===== config.mk =====
export PLATFORM = sky130hd
export DESIGN_NAME = issue_replay_buffer
export DESIGN_NICKNAME = d
export VERILOG_FILES = /design/src/rtl/issue_replay_buffer.sv
export SDC_FILE = /design/constraint.sdc
export NUM_CORES = 2
export LEC_CHECK = 0
export ABC_AREA = 1
export BUFFER_PORTS_ARGS = -buffer_cell sky130_fd_sc_hd__buf_4
export CELL_PAD_IN_SITES_DETAIL_PLACEMENT = 1
export CELL_PAD_IN_SITES_GLOBAL_PLACEMENT = 1
export CORE_MARGIN = 10
export CORE_UTILIZATION = 47
export CTS_BUF_LIST = sky130_fd_sc_hd__clkbuf_16
export DETAILED_ROUTE_END_ITERATION = 6
export HOLD_SLACK_MARGIN = 0.06
export PLACE_DENSITY = 0.86
export SETUP_SLACK_MARGIN = 0.1
export SLEW_MARGIN = 30
export SYNTH_ARGS = -nofsm -noshare
export SYNTH_HDL_FRONTEND = slang
export SYNTH_SLANG_ARGS = --single-unit

===== constraint.sdc =====
create_clock -name clock -period 14.1 [get_ports clock]
set_input_delay 0.705 -clock clock [delete_from_list [all_inputs] [get_ports clock]]
set_output_delay 0.705 -clock clock [all_outputs]
set_load 0.01 [all_outputs]

===== src/rtl/issue_replay_buffer.sv =====
// Issue replay buffer: circular IF->ID queue presenting the oldest three entries and replaying rejected ways.
// Optional same-cycle bypass from empty is enabled by defining REPLAY_BUFFER_BYPASS_EN.
package issue_replay_buffer_pkg;
  typedef struct packed {
    logic        valid;
    logic [31:0] inst;
    logic [31:0] pc;
    logic [31:0] npc;
  } IF_ID_PACKET;
endpackage

module issue_replay_buffer
  import issue_replay_buffer_pkg::*;
#(
  parameter int DEPTH = 8
) (
  input  logic                      clock,
  input  logic                      reset,
  input  IF_ID_PACKET               if_packet_0,
  input  IF_ID_PACKET               if_packet_1,
  input  IF_ID_PACKET               if_packet_2,
  input  logic [1:0]                rollback,
  input  logic                      stall,
  input  logic                      squash,
  output logic                      fetch_ready,
  output IF_ID_PACKET               id_packet_out_0,
  output IF_ID_PACKET               id_packet_out_1,
  output IF_ID_PACKET               id_packet_out_2,
  output logic [$clog2(DEPTH):0]    occupancy
);

  localparam int PTR_W = $clog2(DEPTH);
  localparam int CNT_W = PTR_W + 1;

  IF_ID_PACKET            r_mem [DEPTH];
  logic [PTR_W-1:0]       r_head;
  logic [PTR_W-1:0]       r_tail;
  logic [CNT_W-1:0]       r_occ;

  IF_ID_PACKET            w_in      [3];
  IF_ID_PACKET            w_out     [3];
  IF_ID_PACKET            w_wr_data [3];
  logic [PTR_W-1:0]       w_rd_idx  [3];
  logic [1:0]             w_in_cnt;
  logic [1:0]             w_out_cnt;
  logic [1:0]             w_accept;
  logic [1:0]             w_deq;
  logic [1:0]             w_enq;
  logic [1:0]             w_wr_base;
  logic                   w_bypass;

  // A rollback larger than the presented count rejects everything.
  function automatic logic [1:0] accept_cnt(input logic [1:0] cnt, input logic [1:0] rb);
    logic [1:0] room;
    room = 2'd3 - rb;
    if (rb > cnt) return 2'd0;
    return (cnt < room) ? cnt : room;
  endfunction

  assign w_in[0] = if_packet_0;
  assign w_in[1] = if_packet_1;
  assign w_in[2] = if_packet_2;

  always_comb begin
    w_in_cnt = 2'd0;
    if (if_packet_0.valid) begin
      w_in_cnt = 2'd1;
      if (if_packet_1.valid) begin
        w_in_cnt = 2'd2;
        if (if_packet_2.valid) w_in_cnt = 2'd3;
      end
    end
  end

  assign w_out_cnt   = (r_occ >= CNT_W'(3)) ? 2'd3 : r_occ[1:0];
  assign fetch_ready = (r_occ <= CNT_W'(DEPTH - 3));
  assign occupancy   = r_occ;

`ifdef REPLAY_BUFFER_BYPASS_EN
  assign w_bypass = (r_occ == '0) && !squash && !reset;
`else
  assign w_bypass = 1'b0;
`endif

  always_comb begin
    w_accept  = accept_cnt(w_bypass ? w_in_cnt : w_out_cnt, rollback);
    w_deq     = 2'd0;
    w_enq     = 2'd0;
    w_wr_base = 2'd0;
    if (!squash) begin
      if (w_bypass) begin
        // Accepted ways went straight to ID; only the remainder is stored.
        w_wr_base = stall ? 2'd0 : w_accept;
        w_enq     = w_in_cnt - w_wr_base;
      end else begin
        if (fetch_ready) w_enq = w_in_cnt;
        if (!stall)      w_deq = w_accept;
      end
    end
  end

  for (genvar gi = 0; gi < 3; gi++) begin : g_way
    logic [2:0] w_src_idx;
    assign w_src_idx = {1'b0, w_wr_base} + 3'(gi);
    assign w_rd_idx[gi] = r_head + PTR_W'(gi);

    always_comb begin
      case (w_src_idx)
        3'd0:    w_wr_data[gi] = w_in[0];
        3'd1:    w_wr_data[gi] = w_in[1];
        3'd2:    w_wr_data[gi] = w_in[2];
        default: w_wr_data[gi] = '0;
      endcase
    end

    always_comb begin
      w_out[gi] = '0;
      if (w_bypass) begin
        if (w_in[gi].valid) w_out[gi] = w_in[gi];
      end else if (r_occ > CNT_W'(gi)) begin
        w_out[gi]       = r_mem[w_rd_idx[gi]];
        w_out[gi].valid = 1'b1;
      end
    end
  end

  assign id_packet_out_0 = w_out[0];
  assign id_packet_out_1 = w_out[1];
  assign id_packet_out_2 = w_out[2];

  always_ff @(posedge clock) begin
    for (int j = 0; j < 3; j++) begin
      if (w_enq > 2'(j)) r_mem[r_tail + PTR_W'(j)] <= w_wr_data[j];
    end
  end

  always_ff @(posedge clock or posedge reset) begin
    if (reset) begin
      r_head <= '0;
      r_tail <= '0;
      r_occ  <= '0;
    end else if (squash) begin
      r_head <= '0;
      r_tail <= '0;
      r_occ  <= '0;
    end else begin
      r_head <= r_head + PTR_W'(w_deq);
      r_tail <= r_tail + PTR_W'(w_enq);
      r_occ  <= r_occ + CNT_W'(w_enq) - CNT_W'(w_deq);
    end
  end

endmodule


After elaboration in Yosys (flattened, before gate mapping) --
Memory sizes are Yosys's and may differ from the RTL's. Index checks and enable logic that the tools add are counted. W data, S select, Z words.
Operators by class: $add $sub $neg 9, multiply operators 0, div/mod/pow operators 0, order comparisons 10, eq/ne operators 0, shifts and indexed selects 0, muxes and demuxes 24, bitwise gates (word level) 0, reductions and logical operators 0
Operators by type and width (count):
- $mux W97 | 3
- $mux W2 | 10
- $gt A4 B1 Y1 const B | 2
- $mux W1 | 8
- $add A3 B1 Y3 const B | 2
- $add A3 B2 Y3 | 2
- $add A3 B2 Y3 const B | 2
- $mux W3 | 2
- $add A4 B2 Y4 | 1
- $ge A4 B2 Y1 const B | 1
- $gt A2 B1 Y1 const B | 2
- $gt A4 B2 Y1 const B | 1
- $le A4 B3 Y1 const B | 1
- $mux W4 | 1
- $sub A4 B2 Y4 | 1
- $gt A2 B2 Y1 | 1
- $gt A2 B2 Y1 const B | 1
- $lt A2 B2 Y1 | 1
- $sub A2 B2 Y2 const A | 1
Storage, ports and cells: register bits 10, latch bits 0, bits in writable memories 776, memory bits (read-only) 0, output and inout port bits 296, memories 1
Memory list:
- r_mem | depth 8, width 97, rd ports 3, clocked after Yosys merged registers in 0, wr ports 3, line 35 | IF_ID_PACKET r_mem [DEPTH];

Depth between registers and ports, before layout --
depth after elaboration 9, gate-level depth with buffers 20, depth with buffers taken out 20

Least setup slack after synthesis --
Ideal clock, no wire load.
kind input to register, start point input squash, end point memory r_mem[0][0] in the netlist's numbering (enable), setup time 1.144 ns, data arrival time 3.850 ns, required time 12.956 ns, slack 9.106 ns, stages on the path 9, buffers on the path 4, cells stage by stage buf_4 > inv_2 > nand2_2 > nor2_2 > buf_4 > nand3_2 > buf_2 > buf_2 > nand3_1
RTL lines:
- start, declared | line 24 | input logic squash,
- end, declared | line 35

==> flow_metrics.py <==
metrics = {
    "logic_synthesis": {
        "synthesis.area_per_instance_um2": 6.61,
        "synthesized_flop_and_latch_total": 778,
        "synth.yosys.seq_area_share_pct": 37.4,
        "most_area_hungry_cell_type_in_the_yosys_netlist": "sky130_fd_sc_hd__edfxtp_1",
        "synth_fp_nets": 9756,
        "postSynthCellCount": 9439,
        "synthesis.yosys.warnings": 0,
        "netlist_top_cells_count": "2902 x sky130_fd_sc_hd__nand2_1, 2477 x sky130_fd_sc_hd__nand3_1, 768 x sky130_fd_sc_hd__edfxtp_1, 768 x sky130_fd_sc_hd__o21ai_0, 465 x sky130_fd_sc_hd__inv_1",
        "synth.top_cells.by_area": "sky130_fd_sc_hd__edfxtp_1 37%, sky130_fd_sc_hd__nand3_1 20%, sky130_fd_sc_hd__nand2_1 17%, sky130_fd_sc_hd__o21ai_0 6.2%, sky130_fd_sc_hd__inv_1 2.8%",
        "synth_enable_flop_cells": 768,
        "synthMostInstantiatedCell": "sky130_fd_sc_hd__nand2_1",
        "synth_area_um2": 62400,
        "post-synth-top-area-fraction_pct": 37.0,
        "netlist-cell-type-count": 33,
        "ys_dominant_reg_cell": "sky130_fd_sc_hd__edfxtp_1",
        "asyncSetResetFlopFracSynth_pct": 1.29,
    },
    "cells_and_area": {
        "instances_no_fill": 11180,
        "area_growth_pct": 11.2,
        "final_layout_size_suffix_gt1_share_pct": 11.2,
        "fillCellCount": 17368,
        "nNetsFinal": 9644,
        "post-route-util_pct": 52.7,
    },
    "detailed_routing": {
        "drc": 7,
        "wirelength_um": 347000,
        "avgViaCountPerCell": 6.94,
        "wl_per_cell_um": 31.0,
        "vias": 77580,
        "antenna_left": 0,
        "firstDrtPassIters": 7,
        "first_iter_violations": 12806,
    },
    "status": {
        "violated_checks": "DRC",
        "status": "finished, violations left",
    },
    "critical_path": {
        "worstPathArrival_ps": 6210,
        "cpMaxStageDelayCell": "sky130_fd_sc_hd__buf_4",
        "critical-path-top-cell-by-count": "sky130_fd_sc_hd__buf_4",
        "ws_path_type": "flop to output port",
        "cp-end-kind": "output port",
        "timing.critical_path.fanout_max": 95,
        "worstPathCellList": "buf_4, buf_4, buf_4, buf_4, o21ai_0, o21ai_0, a21oi_1, nor3_1, buf_4",
        "start_kind": "flop",
        "timing.reg2reg.worst_path_depth": 12,
        "slowest_delay_ps": 890,
        "cp.required_ps": 13400,
    },
    "timing": {
        "max_slew_violation_count": 0,
        "skew_ps": 21.0,
        "finalSetupTns_ps": 0,
        "finalCritPeriodShare_pct": 49.0,
        "max_slew_headroom_pct": 11.8,
        "total_of_endpoints_with_negative_setup_slack_in_the_final_report": 0,
        "period_minus_slack_ps": 6910,
        "tightestPinTransition_ps": 1320,
        "timing_hold_violations_final": 0,
        "highest_achievable_clock_rate_ghz": 0.145,
        "setup_repair_after_global_routing_missed_its_margin": "no",
    },
    "place": {
        "dp_cell_count": 10972,
        "gp_congestion": 0.890,
        "port-buffer-count": 592,
        "post-dp-hpwl_um": 192000,
    },
    "global_route": {
        "pin_count_of_the_biggest_net_entering_global_routing": 216,
        "grt_antenna_before_repair": 33,
        "grt_first_pass_wirelength_um": 502000,
        "grt_pass1_vias": 78286,
        "grt.total_usage_pct": 44.7,
        "globalRouteOverflowTotal": 0,
    },
    "pwr": {
        "peakVddDrop_v": 0.000129,
        "power_leakage_uw": 0.0305,
        "power_density_nw_per_um2": 159,
    },
    "floorplanning": {
        "starting_density_of_the_core_pct": 47.4,
        "design.portCount": 593,
        "die_width_um": 384,
        "die-area_um2": 148000,
        "dieHeight_um": 384,
        "rows": 133,
        "core_region_area_um2": 132000,
    },
    "clock_network": {
        "clk_pin_slew_ps": 60,
        "cts_made_buffers": 96,
        "cts-root-buf": "sky130_fd_sc_hd__clkbuf_16",
        "clk_latency_ps": 720,
        "clockBufferDepth": 3,
        "htree_levels": 3,
        "clock_net_sink_count": 778,
        "cts_tree": "built",
    },
    "min_path": {
        "timing.hold.worst.class": "input port to flop",
        "worst_hold_path.num_cells": 2,
    },
    "run": {
        "max_cap_viol_count": 0,
    },
}
[per-stage QoR]
step | power (uW) | hold slack [ps] | instance area (um2) | setup slack, ps
floorplan | 5620 | 545 | 62400 | 9110
global placement | 8110 | 739 | 66000 | 7800
detailed placement | 8280 | 753 | 66100 | 7800
CTS | 10700 | 221 | 69000 | 7470
global route | 11300 | 226 | 69300 | 7000
finish | 11000 | 220 | 69400 | 7190
[final cells by class]
cell class | instances | area [um2] | area share (%)
multi-input combinational | 7251 | 33200 | 47.9
sequential | 778 | 23300 | 33.6
timing repair buffer | 726 | 5790 | 8.35
clock buffer | 99 | 2480 | 3.57
tap | 1755 | 2200 | 3.17
inverter | 474 | 1820 | 2.62
clock inverter | 79 | 468 | 0.675
antenna | 18 | 45.0 | 0.0649
[flip-flops by register name (all words and copies together) (netlist names)]
register,count
r_mem,768
r_tail,3
r_head,3
occupancy,4
[layer usage]
layer | global-route usage (%) | part of all wire, %
met5 | 0 | 0.055
met4 | 35.2 | 8.6
met3 | 14.3 | 15
met2 | 66.9 | 43
met1 | 52.7 | 33
[timing repair]
| action | CTS | global route |
|---|---|---|
| setup buffers | 0 | 0 |
| gates resized for setup | 0 | 0 |
| endpoints found under the hold margin | 10 | 0 |
| hold buffers | 1 | 0 |
[placed cells by master (no fill, tap or decap), types with 2 or more instances in the layout]
cell type                   count
sky130_fd_sc_hd__a211oi_1      68
sky130_fd_sc_hd__a211oi_2       2
sky130_fd_sc_hd__a21oi_1      253
sky130_fd_sc_hd__buf_12        13
sky130_fd_sc_hd__buf_16         5
sky130_fd_sc_hd__buf_4        687
sky130_fd_sc_hd__buf_6         20
sky130_fd_sc_hd__bufinv_16      5
sky130_fd_sc_hd__clkbuf_16     99
sky130_fd_sc_hd__clkinv_1      26
sky130_fd_sc_hd__clkinv_2      20
sky130_fd_sc_hd__dfrtp_1        9
sky130_fd_sc_hd__diode_2       18
sky130_fd_sc_hd__edfxtp_1     768
sky130_fd_sc_hd__fa_1           4
sky130_fd_sc_hd__ha_1          15
sky130_fd_sc_hd__inv_1        484
sky130_fd_sc_hd__inv_2          5
sky130_fd_sc_hd__inv_4          5
sky130_fd_sc_hd__inv_6          6
sky130_fd_sc_hd__nand2_1     2895
sky130_fd_sc_hd__nand2_2        4
sky130_fd_sc_hd__nand2_4        6
sky130_fd_sc_hd__nand2_8        4
sky130_fd_sc_hd__nand3_1     2468
sky130_fd_sc_hd__nand3_2        4
sky130_fd_sc_hd__nand3_4       17
sky130_fd_sc_hd__nor2_1       390
sky130_fd_sc_hd__nor2_4        12
sky130_fd_sc_hd__nor3_1       119
sky130_fd_sc_hd__nor3_2         2
sky130_fd_sc_hd__nor3_4         7
sky130_fd_sc_hd__o21ai_0      768
sky130_fd_sc_hd__o21ai_1       79
sky130_fd_sc_hd__o22ai_1        3
sky130_fd_sc_hd__or2_2        126
[path summary, 6_finish.rpt]
path,startpoint,endpoint,slack [ps]
setup / recovery,r_head[0],id_packet_out_1[38],7190
hold / removal,squash,r_tail[0],220
setup reg to reg,occupancy[3],r_mem[1][70],7570
hold reg to reg,occupancy[3],occupancy[3],790
max in group asynchronous,reset,r_head[0],13160
min in group asynchronous,reset,occupancy[2],570
[where the power goes]
part           internal [uW]  switching [uW]  leakage, uW
sequential              2690            80.1      0.00708
clock                   1350            1130      0.00156
combinational           1640            4150       0.0219
total                   5680            5360       0.0305
[critical path, delay by kind of cell (launching register included)]
| kind | cells | cell delay [ps] |
|---|---|---|
| buffers and inverters | 5 | 3360 |
| flip-flops | 1 | 830 |
| AND/OR/NAND/NOR | 1 | 550 |
| AO/OA/AOI/OAI | 3 | 530 |
[cell families (layout without fill, tap and decap cells)]
kind of cell | after synthesis | after routing | synth area share, %
DFF | 778 | 778 | 37.4
adders and majority gates | 20 | 20 | 0.449
other | 0 | 18 | 0
AOI/OAI and AO/OA | 1175 | 1175 | 9.72
buffers and inverters | 1410 | 1378 | 9.94
xor gates and xnor gates | 2 | 2 | 0.0281
and+or+nand+nor | 6054 | 6054 | 42.5
Power figures use the tool's default switching activity.
